File: src/rtl/ps2_pkg.sv
// Shared types and constants for the PS/2 receive path.
package ps2_pkg;

    typedef enum logic [1:0] {
        IDLE,
        DATA,
        PARITY,
        STOP
    } ps2_state_e;

    localparam logic [7:0] PS2_EXT = 8'hE0;
    localparam logic [7:0] PS2_BRK = 8'hF0;

endpackage

File: src/rtl/ps2_line_filter.sv
// Two-flop synchronizer followed by a stability filter; the output only
// follows the line after FILTER_LEN identical consecutive samples.
module ps2_line_filter #(
    parameter int FILTER_LEN = 8
) (
    input  logic clk_i,
    input  logic rst_i,
    input  logic line_i,
    output logic filt_o
);

    localparam int CW = (FILTER_LEN < 2) ? 1 : $clog2(FILTER_LEN + 1);

    logic          sync1_q, sync2_q;
    logic          filt_q, filt_d;
    logic [CW-1:0] cnt_q, cnt_d;

    // cnt_q holds how many consecutive samples have disagreed with filt_q
    always_comb begin
        filt_d = filt_q;
        cnt_d  = '0;
        if (sync2_q != filt_q) begin
            if (cnt_q == CW'(FILTER_LEN - 1))
                filt_d = sync2_q;
            else
                cnt_d = cnt_q + CW'(1);
        end
    end

    always_ff @(posedge clk_i or posedge rst_i) begin
        if (rst_i) begin
            sync1_q <= 1'b1;
            sync2_q <= 1'b1;
            filt_q  <= 1'b1;
            cnt_q   <= '0;
        end else begin
            sync1_q <= line_i;
            sync2_q <= sync1_q;
            filt_q  <= filt_d;
            cnt_q   <= cnt_d;
        end
    end

    assign filt_o = filt_q;

endmodule

File: src/rtl/ps2_receiver.sv
// PS/2 device-side receiver: filters both lines, frames 11-bit packets,
// checks parity/stop, and folds E0/F0 prefixes into one event per key.
module ps2_receiver
    import ps2_pkg::*;
#(
    parameter int FILTER_LEN     = 8,
    parameter int TIMEOUT_CYCLES = 100000
) (
    input  logic       CLOCK_50,
    input  logic       reset,
    input  logic       ps2_clk,
    input  logic       ps2_dat,
    output logic [7:0] scan_code,
    output logic       code_valid,
    output logic       is_break,
    output logic       is_extended,
    output logic [7:0] raw_byte,
    output logic       raw_valid,
    output logic       parity_err,
    output logic       frame_err,
    output logic       busy
);

    localparam int TW = $clog2(TIMEOUT_CYCLES + 1);

    logic clk_f, dat_f, fall;
    logic clk_prev_q;

    ps2_state_e    state_q, state_d;
    logic [2:0]    bitcnt_q, bitcnt_d;
    logic [7:0]    shift_q, shift_d;
    logic          par_q, par_d;
    logic [TW-1:0] to_q, to_d;
    logic          pend_ext_q, pend_ext_d;
    logic          pend_brk_q, pend_brk_d;
    logic [7:0]    scan_q, scan_d;
    logic          brk_q, brk_d;
    logic          ext_q, ext_d;
    logic [7:0]    raw_q, raw_d;
    logic          raw_vld_q, raw_vld_d;
    logic          code_vld_q, code_vld_d;
    logic          par_err_q, par_err_d;
    logic          frm_err_q, frm_err_d;

    ps2_line_filter #(.FILTER_LEN(FILTER_LEN)) u_clk_filt (
        .clk_i  (CLOCK_50),
        .rst_i  (reset),
        .line_i (ps2_clk),
        .filt_o (clk_f)
    );

    ps2_line_filter #(.FILTER_LEN(FILTER_LEN)) u_dat_filt (
        .clk_i  (CLOCK_50),
        .rst_i  (reset),
        .line_i (ps2_dat),
        .filt_o (dat_f)
    );

    assign fall = clk_prev_q & ~clk_f;

    always_comb begin
        state_d    = state_q;
        bitcnt_d   = bitcnt_q;
        shift_d    = shift_q;
        par_d      = par_q;
        to_d       = to_q;
        pend_ext_d = pend_ext_q;
        pend_brk_d = pend_brk_q;
        scan_d     = scan_q;
        brk_d      = brk_q;
        ext_d      = ext_q;
        raw_d      = raw_q;
        raw_vld_d  = 1'b0;
        code_vld_d = 1'b0;
        par_err_d  = 1'b0;
        frm_err_d  = 1'b0;

        if (state_q == IDLE || fall)
            to_d = '0;
        else
            to_d = to_q + TW'(1);

        case (state_q)
            IDLE: begin
                if (fall && !dat_f) begin
                    state_d  = DATA;
                    bitcnt_d = 3'd0;
                end
            end
            DATA: begin
                if (fall) begin
                    shift_d  = {dat_f, shift_q[7:1]};
                    bitcnt_d = bitcnt_q + 3'd1;
                    if (bitcnt_q == 3'd7)
                        state_d = PARITY;
                end
            end
            PARITY: begin
                if (fall) begin
                    par_d   = dat_f;
                    state_d = STOP;
                end
            end
            STOP: begin
                if (fall) begin
                    state_d = IDLE;
                    if (!dat_f) begin
                        frm_err_d  = 1'b1;
                        pend_ext_d = 1'b0;
                        pend_brk_d = 1'b0;
                    end else if (^{shift_q, par_q} == 1'b0) begin
                        par_err_d  = 1'b1;
                        pend_ext_d = 1'b0;
                        pend_brk_d = 1'b0;
                    end else begin
                        raw_vld_d = 1'b1;
                        raw_d     = shift_q;
                        if (shift_q == PS2_EXT) begin
                            pend_ext_d = 1'b1;
                        end else if (shift_q == PS2_BRK) begin
                            pend_brk_d = 1'b1;
                        end else begin
                            scan_d     = shift_q;
                            brk_d      = pend_brk_q;
                            ext_d      = pend_ext_q;
                            code_vld_d = 1'b1;
                            pend_ext_d = 1'b0;
                            pend_brk_d = 1'b0;
                        end
                    end
                end
            end
            default: state_d = IDLE;
        endcase

        // A fall event in the same cycle restarts the window, so it wins
        if (state_q != IDLE && !fall && to_q == TW'(TIMEOUT_CYCLES - 1)) begin
            state_d    = IDLE;
            frm_err_d  = 1'b1;
            pend_ext_d = 1'b0;
            pend_brk_d = 1'b0;
            to_d       = '0;
        end
    end

    always_ff @(posedge CLOCK_50 or posedge reset) begin
        if (reset) begin
            clk_prev_q <= 1'b1;
            state_q    <= IDLE;
            bitcnt_q   <= 3'd0;
            shift_q    <= 8'h00;
            par_q      <= 1'b0;
            to_q       <= '0;
            pend_ext_q <= 1'b0;
            pend_brk_q <= 1'b0;
            scan_q     <= 8'h00;
            brk_q      <= 1'b0;
            ext_q      <= 1'b0;
            raw_q      <= 8'h00;
            raw_vld_q  <= 1'b0;
            code_vld_q <= 1'b0;
            par_err_q  <= 1'b0;
            frm_err_q  <= 1'b0;
        end else begin
            clk_prev_q <= clk_f;
            state_q    <= state_d;
            bitcnt_q   <= bitcnt_d;
            shift_q    <= shift_d;
            par_q      <= par_d;
            to_q       <= to_d;
            pend_ext_q <= pend_ext_d;
            pend_brk_q <= pend_brk_d;
            scan_q     <= scan_d;
            brk_q      <= brk_d;
            ext_q      <= ext_d;
            raw_q      <= raw_d;
            raw_vld_q  <= raw_vld_d;
            code_vld_q <= code_vld_d;
            par_err_q  <= par_err_d;
            frm_err_q  <= frm_err_d;
        end
    end

    assign scan_code   = scan_q;
    assign code_valid  = code_vld_q;
    assign is_break    = brk_q;
    assign is_extended = ext_q;
    assign raw_byte    = raw_q;
    assign raw_valid   = raw_vld_q;
    assign parity_err  = par_err_q;
    assign frame_err   = frm_err_q;
    assign busy        = (state_q != IDLE);

endmodule
File: config.mk
export PLATFORM = sky130hd
export DESIGN_NAME = ps2_receiver
export DESIGN_NICKNAME = d
export VERILOG_FILES = /design/src/rtl/ps2_pkg.sv /design/src/rtl/ps2_line_filter.sv /design/src/rtl/ps2_receiver.sv
export SDC_FILE = /design/constraint.sdc
export NUM_CORES = 1
export LEC_CHECK = 0
export CORE_MARGIN = 2
export CORE_UTILIZATION = 40
export CTS_BUF_LIST = sky130_fd_sc_hd__clkbuf_8
export DETAILED_ROUTE_END_ITERATION = 10
export PLACE_DENSITY = 0.69
export RECOVER_POWER = 50
export SLEW_MARGIN = 20
export SYNTH_ARGS = -nofsm -noshare
export SYNTH_HDL_FRONTEND = slang
export SYNTH_SLANG_ARGS = --single-unit
File: constraint.sdc
create_clock -name CLOCK_50 -period 2.35 [get_ports CLOCK_50]
set_input_delay 0.3525 -clock CLOCK_50 [delete_from_list [all_inputs] [get_ports CLOCK_50]]
set_output_delay 0.3525 -clock CLOCK_50 [all_outputs]
set_load 0.005 [all_outputs]
==> results.md, run 1 <==
- Between clock sinks in the finished design, the worst skew comes to 0.00934 ns.
- The site row count is 32.
- The post-route fraction of the period consumed by the critical path is 0.938.
- The proportion of synthesized flip-flops having asynchronous set or reset is 1.00.
- From synthesis to final layout, the design area changed by 19.3%.
- The synthesized design contains 70 register bits.
- Summed over all nets, the switching power comes to 0.00100 W.
- The share of total power dissipated in the clock network is 0.345.
- In this run the post-CTS setup repair buffer count came out at 0.
- From bottom edge to top edge, the die measures 93.7 microns.
- The area enclosed by the die boundary is 0.00877 sq mm.
- The hold violation total from the final report is 0.
- The Yosys step of the flow raised 0 warnings.
- The tool flagged a number of max-cap violations equal to 0.
- The last weighted congestion value of the routability-driven placer is 0.762.
- The maximum fanout along the worst path is 12.
- The CTS clock-pin slew for the worst setup and hold paths is 0.07 ns.
- Buffers placed on the I/O ports in this run total 26.
- The delay of the slowest cell on the worst path is 0.44 ns.
- When the netlist entered floorplanning its net count stood at 299.
- Synthesis produced a netlist whose cell count is 285.
- Among the stages of the critical path, the cell type that occurs most often is xnor2_2.
- The shortest clock period the worst path allows after layout is 2.20 ns.
- The min-delay analysis places its worst path in the category register to register.
- Across every metal layer, demand over resource in global routing totals 0.136.
- The type of the worst setup path is register to register.
- The detailed-route via count is 2113.
- Of the cells placed in the final design, the portion with a size suffix greater than 1 is 0.155.
- The final setup TNS is 0 ns.
- For this run, the leading register cell type out of synthesis is dfrtp_1.
- The arrival time at the worst endpoint is 2.43 ns.
- dfrtp_1 takes more of the synthesized area than any other cell.
- For the pin with the worst max-slew slack, the measured transition is 0.819 ns.
- The library cell contributing the largest single delay on the critical path is dfrtp_1.
- The boundary pin count is 27.
- The TritonCTS clock tree is built.
- Overall power consumption after layout is estimated at 0.00338 W.
- The worst slew slack as a fraction of its limit is 0.453.
- In this run the static leakage power is 1.74 nW.
- CTS saw 70 sinks.
- The number of antenna violations at the first check in global routing is 0.
- Power spread over the standard cell area amounts to 882 mW/mm^2.
- Sorting the synthesized cells by area gives the leading types as dfrtp_1, dfstp_2, mux2_2.
- The synthesized design contains 0 enable-type register cells.
- The run finished with clean final reports.
- The total overflow left after global routing is 0.
- The via count of the first global-routing pass is 2041.
- The final layout net count is 332.
- For the worst flop-to-flop path, the logic depth is 6.
- Setup violations remaining at the end of the flow were counted as 0.
- The endpoint kind of the worst setup timing path is a register.
- The DRC violations left is 0.
- The fraction of synthesized cell area taken by the top area cell type is 0.490.
- In this run, the number of DRC markers left after iteration 0 of detailed routing was 88.
- In this run the horizontal extent of the chip is 93.7 microns.
- No sink is reached through more buffers than the 2 on the longest clock path.
- The share of total power dissipated in combinational logic is 0.218.
- Entering global routing, the biggest net connects 26 pins.
- The most frequent cell after synthesis is dfrtp_1.
- The clock insertion delay at the later pin of the skew report is 0.33 ns.
- STA classifies the critical path startpoint as a register.
- The area of the core region is 0.00777 sq mm.
- The required arrival time at the worst endpoint is 2.57 ns.
- For this run, the top clock speed supported by timing is 0.454 GHz.
- The top cell family by delay on the critical path is XOR/XNOR gates.
- Traced cell by cell, the critical path runs through xor2_1, xnor2_1, xnor2_2, xnor2_2, nor2_4, mux2_2.
- The detail route stage leaves a number of antenna-violating nets equal to 0.
- The count of hold-fix buffers inserted at cts is 0.
- Sorting the synthesized cells by how often they occur yields dfrtp_1, nor2_1, nand2_1, o21ai_0.
- The total detailed-routing wirelength is 5420 microns.
- The number of distinct library cell variants in the gate-level netlist after synthesis is 45.
- The relative contribution of sequential cells to total power is 0.437.
- TritonCTS created 9 clock buffers.
- The switching power share of the total is 0.297.
- Setup repair after global routing left no endpoint under its margin.
- The level count of the clock H-tree is 3.
- The effective utilization at floorplan is 0.414.
- IR analysis of the VDD net gives a maximum drop of 0.443 mV.
- The tree is rooted in a clkbuf_8.
- The post-detailed-route wirelength per cell is 12.8 microns.
- For this run, the register share of the synthesized area comes to 0.547.
- The count of pins over their slew limit is 0.
- The number of optimization iterations in the first detailed-route pass is 4.
- The cell area after synthesis is 0.00322 sq mm.
- The routed via count divided by cell count is 4.97.
- The first global-routing pass estimated 9260 microns of wire.
- The number of cells on the critical path is 6.
- The count of instances resized after the clock tree is built is 0.
- The worst hold path was traced through 0 stages.
- The average instance area after synthesis is 11.3 sq um.
- The internal portion of the total power is 0.00238 W.
- Counting both buffers and inverters, the worst setup path holds a total of 0.
- The estimated wirelength of the detail-placed design is 3780 microns.
- The number of antenna diodes in the final layout is 0.
power groups by stage:
stage	clock network [W]	registers (W)	logic (W)
global placement	0	0.00150	0.000731
finish	0.00117	0.00148	0.000738
CTS	0.00121	0.00148	0.000766
global route	0.00125	0.00150	0.000864
floorplan	0	0.00146	0.000597
detailed placement	0	0.00150	0.000761
cells by family after synthesis:
kind of cell / count (synthesis) / synth area share
flip-flops: 70 / 0.547
AND/OR/NAND/NOR: 102 / 0.154
adder cells (fa/ha/maj): 10 / 0.0389
AO/OA/AOI/OAI: 41 / 0.0864
multiplexers: 19 / 0.0716
XOR/XNOR: 26 / 0.0755
buffers and inverters: 17 / 0.0257
cell type report:
type,instances,area (sq um)
fill,722,3930
sequential,70,1760
multi-input combinational,198,1370
timing repair buffer,32,300
clock buffer,10,138
tap,102,128
clock inverter,6,110
inverter,7,26.3
worst paths after layout:
kind | startpoint | end | slack (ns)
max | shift_q[2] | raw_byte[6] | 0.15
min | u_dat_filt.sync1_q | u_dat_filt.sync2_q | 0.36
max reg2reg | shift_q[2] | raw_byte[6] | 0.15
min reg2reg | u_dat_filt.sync1_q | u_dat_filt.sync2_q | 0.36
max in group asynchronous | reset | u_dat_filt.cnt_q[1] | 0.65
min in group asynchronous | reset | raw_byte[0] | 0.62
cell usage in the layout (no fill, tap or decap), types with 7 or more instances in the layout:
cell type,netlist,routed
nor2_1,30,30
nand3_1,13,13
nand2_1,25,25
nor3_1,8,8
ha_1,10,10
mux2_2,12,12
clkdlybuf4s50_1,0,23
o21ai_0,16,16
inv_1,7,8
clkbuf_8,0,10
xor2_1,11,11
xnor2_1,13,13
dfrtp_1,63,63
a21oi_1,7,7
layer usage:
| metal | vias up | GRT usage | part of all wire |
|---|---|---|---|
| met5 | - | 0 | 0 |
| met4 | 0 | 0.0471 | 0.011 |
| met3 | 5 | 0.0409 | 0.036 |
| met2 | 32 | 0.227 | 0.49 |
| met1 | 1022 | 0.169 | 0.46 |
| li1 | 1054 | - | - |
metrics by stage:
stage	setup WS, ns	utilization	hold WS (ns)	std cells	area (sq um)
4_1_cts	0.145	0.498	0.359	425	3860
3_3_place_gp	0.232	0.466	0.347	409	3620
5_1_grt	0.0274	0.494	0.366	425	3830
2_1_floorplan	0.241	-	0.345	285	3220
3_5_place_dp	0.163	0.466	0.347	409	3620
6_report	0.146	0.494	0.356	425	3830
state kept, by name (all words and copies together) (netlist names), 2 cells and up:
name and cells:
raw_byte 8, state_q 2, shift_q 8, u_dat_filt.cnt_q 4
bitcnt_q 3, u_clk_filt.cnt_q 4, to_q 17, scan_code 8
Note: power is estimated with default switching activity, not from simulation.
==> inputs of run 2 (changes only) <==
--- a/config.mk
+++ b/config.mk
@@ -8,10 +8,11 @@
 export CORE_MARGIN = 2
 export CORE_UTILIZATION = 40
 export CTS_BUF_LIST = sky130_fd_sc_hd__clkbuf_8
+export CTS_CLUSTER_DIAMETER = 40
 export DETAILED_ROUTE_END_ITERATION = 10
 export PLACE_DENSITY = 0.69
 export RECOVER_POWER = 50
-export SLEW_MARGIN = 20
+export SLEW_MARGIN = 15
 export SYNTH_ARGS = -nofsm -noshare
 export SYNTH_HDL_FRONTEND = slang
 export SYNTH_SLANG_ARGS = --single-unit
==> results of run 2 <==
Final layout, timing and power as in run 1 (identical DEF).
